--- src/rtl/bshift_reg.sv ---
// Handshaked shift/rotate register: one-bit-per-cycle iterative datapath by default,
// single-cycle barrel datapath when BSHIFT_FAST_EN is defined.
module bshift_reg #(
   parameter int WIDTH = 8,
   parameter int SHW   = $clog2(WIDTH)
) (
   input  logic             CLK,
   input  logic             RST,
   input  logic             IN_VALID,
   output logic             IN_READY,
   input  logic [1:0]       MODE,
   input  logic [SHW-1:0]   AMT,
   input  logic [WIDTH-1:0] DIN,
   output logic             OUT_VALID,
   input  logic             OUT_READY,
   output logic [WIDTH-1:0] DOUT
);

   typedef enum logic [1:0] {
      ST_IDLE  = 2'd0,
      ST_SHIFT = 2'd1,
      ST_DONE  = 2'd2
   } state_t;

   state_t           state_q, state_d;
   logic [WIDTH-1:0] data_q, data_d;
   logic [1:0]       mode_q, mode_d;
   logic [SHW-1:0]   cnt_q, cnt_d;
   logic [WIDTH-1:0] dout_q, dout_d;
   logic             out_valid_q, out_valid_d;
   logic             in_ready_q, in_ready_d;

   function automatic logic [WIDTH-1:0] step1(input logic [WIDTH-1:0] d, input logic [1:0] m);
      case (m)
         2'b00:   step1 = {d[WIDTH-2:0], d[WIDTH-1]};
         2'b01:   step1 = {d[0], d[WIDTH-1:1]};
         2'b10:   step1 = {d[WIDTH-2:0], 1'b0};
         2'b11:   step1 = {1'b0, d[WIDTH-1:1]};
         default: step1 = d;
      endcase
   endfunction

   // Barrel stage built from the same one-bit step so both builds agree bit-for-bit.
   function automatic logic [WIDTH-1:0] barrel(input logic [WIDTH-1:0] d, input logic [1:0] m,
                                               input logic [SHW-1:0] a);
      logic [WIDTH-1:0] r;
      r = d;
      for (int i = 0; i < WIDTH - 1; i++) begin
         if (SHW'(i) < a) begin
            r = step1(r, m);
         end else begin
            r = r;
         end
      end
      return r;
   endfunction

   // Next-state, datapath and handshake flag computation.
   always_comb begin
      state_d = state_q;
      data_d  = data_q;
      mode_d  = mode_q;
      cnt_d   = cnt_q;
      dout_d  = dout_q;
      case (state_q)
         ST_IDLE: begin
            if (IN_VALID) begin
               mode_d = MODE;
               data_d = DIN;
`ifdef BSHIFT_FAST_EN
               cnt_d   = {SHW{1'b0}};
               dout_d  = barrel(DIN, MODE, AMT);
               state_d = ST_DONE;
`else
               cnt_d = AMT;
               if (AMT == {SHW{1'b0}}) begin
                  dout_d  = DIN;
                  state_d = ST_DONE;
               end else begin
                  state_d = ST_SHIFT;
               end
`endif
            end else begin
               state_d = ST_IDLE;
            end
         end
         ST_SHIFT: begin
            // DOUT only picks up the final step, never an intermediate value.
            data_d = step1(data_q, mode_q);
            cnt_d  = cnt_q - SHW'(1);
            if (cnt_q == SHW'(1)) begin
               dout_d  = step1(data_q, mode_q);
               state_d = ST_DONE;
            end else begin
               state_d = ST_SHIFT;
            end
         end
         ST_DONE: begin
            if (OUT_READY) begin
               state_d = ST_IDLE;
            end else begin
               state_d = ST_DONE;
            end
         end
         default: state_d = ST_IDLE;
      endcase
      out_valid_d = (state_d == ST_DONE);
      in_ready_d  = (state_d == ST_IDLE);
   end

   // State and output registers with synchronous reset.
   always_ff @(posedge CLK) begin
      if (RST) begin
         state_q     <= ST_IDLE;
         data_q      <= {WIDTH{1'b0}};
         mode_q      <= 2'b00;
         cnt_q       <= {SHW{1'b0}};
         dout_q      <= {WIDTH{1'b0}};
         out_valid_q <= 1'b0;
         in_ready_q  <= 1'b1;
      end else begin
         state_q     <= state_d;
         data_q      <= data_d;
         mode_q      <= mode_d;
         cnt_q       <= cnt_d;
         dout_q      <= dout_d;
         out_valid_q <= out_valid_d;
         in_ready_q  <= in_ready_d;
      end
   end

   assign DOUT      = dout_q;
   assign OUT_VALID = out_valid_q;
   assign IN_READY  = in_ready_q;

endmodule

--- config.mk ---
export PLATFORM = sky130hd
export DESIGN_NAME = bshift_reg
export DESIGN_NICKNAME = d
export VERILOG_FILES = /design/src/rtl/bshift_reg.sv
export SDC_FILE = /design/constraint.sdc
export NUM_CORES = 1
export LEC_CHECK = 0
export ABC_AREA = 0
export CAP_MARGIN = 5
export CORE_MARGIN = 8
export CORE_UTILIZATION = 49
export DETAILED_ROUTE_END_ITERATION = 6
export GPL_ROUTABILITY_DRIVEN = 1
export HOLD_SLACK_MARGIN = 0.08
export PLACE_DENSITY = 0.89
export SLEW_MARGIN = 30
export SYNTH_ARGS = -nofsm -noshare
export SYNTH_HDL_FRONTEND = slang
export SYNTH_SLANG_ARGS = --single-unit
--- constraint.sdc ---
create_clock -name CLK -period 1.67 [get_ports CLK]
set_input_delay 0.501 -clock CLK [delete_from_list [all_inputs] [get_ports CLK]]
set_output_delay 0.501 -clock CLK [all_outputs]
set_load 0.1 [all_outputs]
=== Word-level counts from Yosys, hierarchy flattened ===
Index checks and enable logic that the tools add are counted.
Widths: inputs -> output; s select.

* Register bits after elaboration: 25
* Input bits: 17
* Output and inout port bits: 10
* Logic and storage cells: 40

* Add/subtract/negate cells: 1
* Equal/unequal tests: 10
* Multiplexer cells: 14
* Reduce and logical (&&, ||, !) cells: 8

{| class="wikitable"
|+ Operators with widths
! operator !! number
|-
| $mux 8 || 4
|-
| $pmux 8 s2 || 2
|-
| $pmux 8 s4 || 1
|-
| $eq 2x2->1 const B || 4
|-
| $mux 2 || 4
|-
| $logic_not 2->1 || 3
|-
| $ne 2x2->1 const B || 3
|-
| $pmux 2 s3 || 1
|-
| $pmux 3 s2 || 1
|-
| $eq 2x1->1 const B || 2
|-
| $reduce_and 2->1 || 2
|-
| $reduce_and 4->1 || 1
|-
| $eq 3x1->1 const B || 1
|-
| $logic_not 3->1 || 1
|-
| $mux 3 || 1
|-
| $sub 3x1->3 const B || 1
|-
| $reduce_bool 2->1 || 1
|}

=== Depth between registers and ports, before layout ===
Gate-level depths: netlist of the first run.

* Depth after elaboration: 5
* Mapped depth: 7
* Gate-level depth less buffers: 6

=== Worst setup path before layout of the first run ===
Ideal clock, no wire load.

* Path kind: reg-to-output
* From: register dout_q[0] (netlist: DOUT[0])
* To: output DOUT[0]
* Data arrival time: 924 ps
* Data required time: 1169 ps
* Path slack: 245 ps
* Stages on the path, launching flop included: 1
* Path buffers: 0
* Cells stage by stage: dfxtp_1

{| class="wikitable"
|+ RTL lines
! what !! line !! RTL
|-
| start: declaration || 29 || <nowiki>logic [WIDTH-1:0] dout_q, dout_d;</nowiki>
|-
| start signal: assignment || 118 || <nowiki>dout_q <= {WIDTH{1'b0}};</nowiki>
|-
| start signal: assignment || 126 || <nowiki>dout_q <= dout_d;</nowiki>
|-
| end: declaration || 16 || <nowiki>output logic [WIDTH-1:0] DOUT</nowiki>
|}

No word-level cell between the ends.

=== Worst setup path in the final report of the first run ===
* From: input IN_VALID
* To: register dout_q[0] (netlist: DOUT[0])

* Word-level cells in the longest chain between the ends: 2

{| class="wikitable"
|+ RTL lines
! what !! line !! RTL
|-
| start: declaration || 9 || <nowiki>input logic IN_VALID,</nowiki>
|-
| $ne 2x2->1 (no line) || - ||
|-
| $reduce_and 4->1 (no line) || - ||
|}

Every way passes these cells.
A chain may end at the register's enable or synchronous reset.

==> results of run 1 <==
[flip-flops by register name, indices dropped and copies added (netlist names)]
name	flops
DOUT	8
data_q	8
cnt_q	3
mode_q	2
state_q	2
IN_READY	1
OUT_VALID	1
[per-layer routing]
metal	share of wire (%)	up-vias	routed length, um
li1	-	582	-
met1	41	549	1320
met2	48	45	1570
met3	8.2	9	267
met4	2.8	0	92
met5	0	-	0
[where the power goes]
group	switching [mW]	leakage (nW)	internal [mW]
Sequential	0.0526	0.205	0.648
Combinational	0.257	0.403	0.201
Clock	0.191	0.0177	0.0899
[critical path, delay by kind of cell]
| kind | cells | cell delay [ps] |
|---|---|---|
| AOI/OAI and AO/OA | 2 | 260 |
| buffers and inverters | 1 | 490 |
| and+or+nand+nor | 2 | 640 |
[final timing paths]
check                                        endpoint  slack (ps)  cells past startpoint
worst min-delay path            cnt_q[1]$_SDFFE_PP0P_         460                      2
worst max register to register   DOUT[0]$_SDFFE_PP0P_         190                      4
worst min register to register  cnt_q[1]$_SDFFE_PP0P_         460                      2
worst max-delay path             DOUT[0]$_SDFFE_PP0P_          50                      5
[synth_stat cells (all sizes together), types with 2 or more instances]
library cell | count | area share (%)
nand2 | 26 | 8.2
dfxtp | 25 | 42
a21oi | 24 | 10
o211ai | 16 | 10
mux2i | 8 | 6.7
inv | 7 | 2.2
buf | 6 | 2.9
nor2 | 6 | 1.9
clkbuf | 4 | 1.3
nand2b | 4 | 2.1
o21ai | 3 | 1.3
or3 | 3 | 1.6
ha | 2 | 2.1
nor3b | 2 | 2.2
[kinds of logic (layout without fill, tap and decap cells)]
| group | after synthesis | count (layout) | synth area share [%] |
|---|---|---|---|
| buf+inv | 17 | 50 | 6.39 |
| fa+ha+maj | 2 | 2 | 2.09 |
| compound gates | 50 | 50 | 26.1 |
| flops | 25 | 25 | 41.9 |
| simple gates | 43 | 43 | 16.9 |
| mux | 8 | 8 | 6.70 |
[layout make-up]
cell class                      count  area share [%]
Clock buffer                        3            1.34
Clock inverter                      1           0.299
Inverter                            7            1.57
Multi-Input combinational cell    103            37.4
Sequential cell                    25            29.9
Tap cell                           30            2.24
Timing Repair Buffer               39            27.3
[through the flow]
stage / std cells / hold WS [ps]
floorplan: 145 / 432
detailed placement: 204 / 444
global placement: 204 / 441
global route: 208 / 475
CTS: 208 / 462
finish: 208 / 460
[what timing repair did]
item	in CTS	in global routing
gates resized for setup	0	3
setup endpoints to repair	0	8
endpoints found under the hold margin	0	0
==> impl_results.md, run 1 <==
* Async S/R FF share, synth at 0%
* # hold bufs at CTS at 0
* CTS Sinks at 25
* Placed cell areas at about 1600 um^2
* CP max FO at 4
* Detailed-route wire length per cell at 15.6 um
* Fillers at 197
* Starting density of the core at 50.1%
* Syn Area/Cell at 8.24 um^2
* Commonest non-fill, non-tap cell in the layout: nand2_1
* Period minus WS final at around 1600 ps
* Final nets at 198
* Final Slew Violations at 0
* DR iter-0 viols at 46
* Cell area after layout at 1680 um^2
* RSZ-0062 raised after global routing: no
* Syn_nets at 164
* Critical path arrival at around 1900 ps
* Largest net degree at the start of global routing at 15
* Status: completed
* Final clock skew at 12.0 ps
* # diodes at 0
* Grt ovf at 0
* #FFs+latches synth at 25
* Register Area at around 500 um^2
* Top achievable clock speed at about 0.62 GHz
* Core area at 2390 um^2
* TritonCTS clock tree: built
* Fin crit share at 97.1%
* DR vias at between 1000 and 1500
* Max transition margin at between 60% and 70%
* Largest stage delay, worst path at 490 ps
* Critical path type: in -> reg
* Final ANT Viol Nets at 0
* Htree depth at 1
* Initial antenna violation count at 0
* CP Capture Type: register
* First-pass DRT Iterations at 4
* VDD IR max at 0.733 mV
* CTS buffer count at 3
* Slowest stage cell, crit path: clkdlybuf4s50_1
* I/O pin cnt at 27
* Total track usage at 15.7%
* Crit path cell chain: clkdlybuf4s50_1 > nor3b_4 > a32oi_1 > or3_1 > a21oi_1
* Critical path launch point type: input port
* Die Y at 65.4 um
* Utilization after layout at between 70 and 80%
* P&R area growth vs syn at 40.3%
* Die outline area at 4270 um^2
* Post-Place Worst Slack at -311 ps
* Vias in the first global route at 1160
* Post-CTS Setup Repair Bufs at 0
* Die Width at 65.4 um
* Worst endpoint required time at 1950 ps
* Routing usage on met3 at roughly 5.3%
* Register area share after synthesis at approximately two fifths
* Synth warn at 0
* Cell variety after synth at 25
* Drc violations at 0
* Share of cells above drive strength 1 at about 17%
* Lkg Pwr at 0.626 nW
* Multi-input logic area at 627 um^2
* Root buf cell: clkbuf_4
* Worst slew pin tran at 459 ps
* Min-Delay Path Class: reg -> reg
* GP Congestion at 0.897
* First-pass GRT wire length at 5.37 mm
* HP Start: cnt_q[1]$_SDFFE_PP0P_
* Most frequent cells in the layout: 26 x nand2_1, 25 x dfxtp_1, 24 x a21oi_1
* Setup WS post-layout at approximately 48 ps
* Setup_tns at 0 ps
* Critical path startpoint: IN_VALID
* Clk buf depth at 2
* Grt met2 use at 25.3%
* Cells after Synth at 145
* Total of max-cap violations at 0
* Final HPWL DP at 2.49 mm
* Final Hold Viols at 0
* Total length of routed wires at between 3 and 4 mm
* Met1 usage at 17.8%
* Total power at 1.44 mW
* Post-synth EDFFs at 0
* CTS clk-pin slew, worst paths at ~150 ps
* Setup-failing EPs final at 0
* Synth Cell Area at between 1000 and 1500 um^2
* Port buffer count at 26
* Worst r2r src: state_q[1]$_SDFF_PP0_
* Pwr per Cell Area at 859 nW/um^2
* Rows at 18
* Most used flip-flop cell after synthesis: dfxtp_1
* Most Crowded Layer GR: met2
* Worst skew pair latency at approximately 330 ps
* Vias per cell at 5.70
Note: power is estimated with default switching activity, not from simulation.
==> run 2, diff against run 1 <==
--- a/config.mk
+++ b/config.mk
@@ -9,6 +9,7 @@
 export CAP_MARGIN = 5
 export CORE_MARGIN = 8
 export CORE_UTILIZATION = 49
+export CTS_BUF_LIST = sky130_fd_sc_hd__clkbuf_4 sky130_fd_sc_hd__clkbuf_8 sky130_fd_sc_hd__clkbuf_16
 export DETAILED_ROUTE_END_ITERATION = 6
 export GPL_ROUTABILITY_DRIVEN = 1
 export HOLD_SLACK_MARGIN = 0.08
==> results of run 2 <==
The final DEF is identical to that of run 1; final timing and power are the same.
==> run 3, diff against run 2 <==
--- a/config.mk
+++ b/config.mk
@@ -7,7 +7,7 @@
 export LEC_CHECK = 0
 export ABC_AREA = 0
 export CAP_MARGIN = 5
-export CORE_MARGIN = 8
+export CORE_MARGIN = 3
 export CORE_UTILIZATION = 49
 export CTS_BUF_LIST = sky130_fd_sc_hd__clkbuf_4 sky130_fd_sc_hd__clkbuf_8 sky130_fd_sc_hd__clkbuf_16
 export DETAILED_ROUTE_END_ITERATION = 6
==> run 3 against run 2 <==
  * Final cell count fell by 1.4%
  * Sequential share of layout area is 0.11 points lower
  * Count of clock-buffer cells in the layout up 1
  * Critical path type unchanged
  * Largest cell class unchanged
==> impl_results.md, run 3 (synthesis gave the netlist of run 1 again) <==
* Status: completed
* DR vias at 1179 (-0.51%)
* CTS buffer count at 3 (unchanged)
* First-pass DRT Iterations at 4 (unchanged)
* Total of max-cap violations at 0 (unchanged)
* Setup-failing EPs final at 0 (unchanged)
* Total length of routed wires at 2.84 mm (-13%)
* Core area at 2250 um^2 (-5.6%)
* GP Congestion at 0.902 (+0.52%)
* Starting density of the core at 53.0% (+2.9 points)
* Final Slew Violations at 0 (unchanged)
* Detailed-route wire length per cell at 13.8 um (-12%)
* Root buf cell: clkbuf_4
* # diodes at 0 (unchanged)
* I/O pin cnt at 27 (unchanged)
* Hold Crit Endpoint: cnt_q[1]$_SDFFE_PP0P_
* Utilization after layout at 74.6% (+4.4 points)
* TritonCTS clock tree: built
* Worst endpoint required time at 1930 ps (-20 ps)
* Total track usage at 19.8% (+4.1 points)
* Worst r2r src: cnt_q[1]$_SDFFE_PP0P_
* Final ANT Viol Nets at 0 (unchanged)
* Final HPWL DP at 2.13 mm (-14%)
* # hold bufs at CTS at 0 (unchanged)
* Fin crit share at 96.0% (-1.1 points)
* Grt ovf at 0 (unchanged)
* Initial antenna violation count at 0 (unchanged)
* Vias per cell at 5.75 (+0.95%)
* Reg2Reg Setup Slack at 260 ps (+70 ps)
* Die outline area at 3070 um^2 (-28%)
* P&R area growth vs syn at 40.8%
* Die Width at 55.4 um (-15%)
* Final clock skew at 14.5 ps (+2.47 ps)
* Final Hold Viols at 0 (unchanged)
* Final nets at 197 (-0.51%)
* Critical path launch point type: input port
* First-pass GRT wire length at 5.02 mm (-6.6%)
* CP max FO at 3 (-1)
* Placed cell areas at 1640 um^2 (-0.30%)
* Period minus WS final at 1600 ps (-18.9 ps)
* Drc violations at 0 (unchanged)
* VDD IR max at 0.675 mV (-7.9%)
* Vias in the first global route at 1158 (-0.17%)
* Port buffer count at 26 (unchanged)
* Lkg Pwr at 0.630 nW (+0.64%)
* WHS Path Cells at 2 (unchanged)
* Setup_tns at 0 ps (unchanged)
* Htree depth at 1 (unchanged)
* CTS clk-pin slew, worst paths at 130 ps (-20 ps)
* Critical path type: in -> reg
* Worst R2R End: DOUT[5]$_SDFFE_PP0P_
* Rows at 17 (-1)
* Clk buf depth at 2 (unchanged)
* Worst slew pin tran at 435 ps (-24.1 ps)
* Commonest non-fill, non-tap cell in the layout: nand2_1
* Most frequent cells in the layout: 26 x nand2_1, 25 x dfxtp_1, 24 x a21oi_1
* Max transition margin at 71.0% (+1.6 points)
* HP Start: cnt_q[1]$_SDFFE_PP0P_
* RSZ-0062 raised after global routing: no
* Cell area after layout at 1680 um^2 (+0.37%)
* DR iter-0 viols at 12 (-74%)
* CTS Sinks at 25 (unchanged)
* Critical path arrival at 1870 ps (-30 ps)
* Min-Delay Path Class: reg -> reg
* Pwr per Cell Area at 853 nW/um^2 (-0.72%)
* CP Capture Type: register
* Largest net degree at the start of global routing at 21 (+6)
* Die Y at 55.4 um (-15%)
* Top achievable clock speed at 0.624 GHz (+1.2%)
* Share of cells above drive strength 1 at 16.4% (-1.0 points)
* FF-to-FF path depth at 6 (+2)
* Worst skew pair latency at 320 ps (about the same)
[run 3: worst max path at each step]
stage,from,end
2_1_floorplan,DOUT[0]$_SDFFE_PP0P_,DOUT[0]
3_3_place_gp,IN_VALID,DOUT[0]$_SDFFE_PP0P_
3_5_place_dp,IN_VALID,DOUT[0]$_SDFFE_PP0P_
4_1_cts,IN_VALID,DOUT[0]$_SDFFE_PP0P_
5_1_grt,AMT[0],DOUT[2]$_SDFFE_PP0P_
6_report,AMT[0],DOUT[0]$_SDFFE_PP0P_
[run 3: what timing repair did]
action / in CTS / in global routing
setup endpoints to repair: 6 / 11
gates resized for setup: 0 / 3
endpoints found under the hold margin: 0 / 0
setup buffers: 1 / 0
[run 3: layer usage]
layer	vias to the layer above	GRT usage (%)	wire (um)
met1	543	23.2	1150
met4	0	9.38	72
met3	8	3.50	168
met5	-	0	0
li1	583	-	-
met2	45	34.6	1440
[run 3: final cells by class]
class	instances	area, um^2
multi-input cells	103	626
fillers	180	572
flip-flops and latches	25	500
repair buffers	38	465
well taps	28	35.0
clock buffers	4	30.0
inverters	7	26.3
[run 3: stage by stage]
| step | power (mW) | hold WS [ps] | setup slack [ps] | cells |
|---|---|---|---|---|
| after CTS | 1.44 | 473 | 9.06 | 205 |
| after floorplan | 0.984 | 432 | 245 | 145 |
| final | 1.44 | 471 | 66.9 | 205 |
| after global placement | 1.15 | 443 | -320 | 200 |
| after detailed placement | 1.16 | 455 | -355 | 200 |
| after global routing | 1.51 | 497 | 6.67 | 205 |
[run 3: report_power, final]
| part | total (mW) | internal [mW] | switching (mW) |
|---|---|---|---|
| Combinational | 0.462 | 0.204 | 0.258 |
| Clock | 0.278 | 0.110 | 0.168 |
| Sequential | 0.695 | 0.648 | 0.0472 |
| Total | 1.44 | 0.961 | 0.474 |
[run 3: critical path, cell delays in order]
cell	delay (ps)
clkdlybuf4s50_1	450
nor3_2	270
a32oi_1	120
or3_1	380
a21oi_1	140
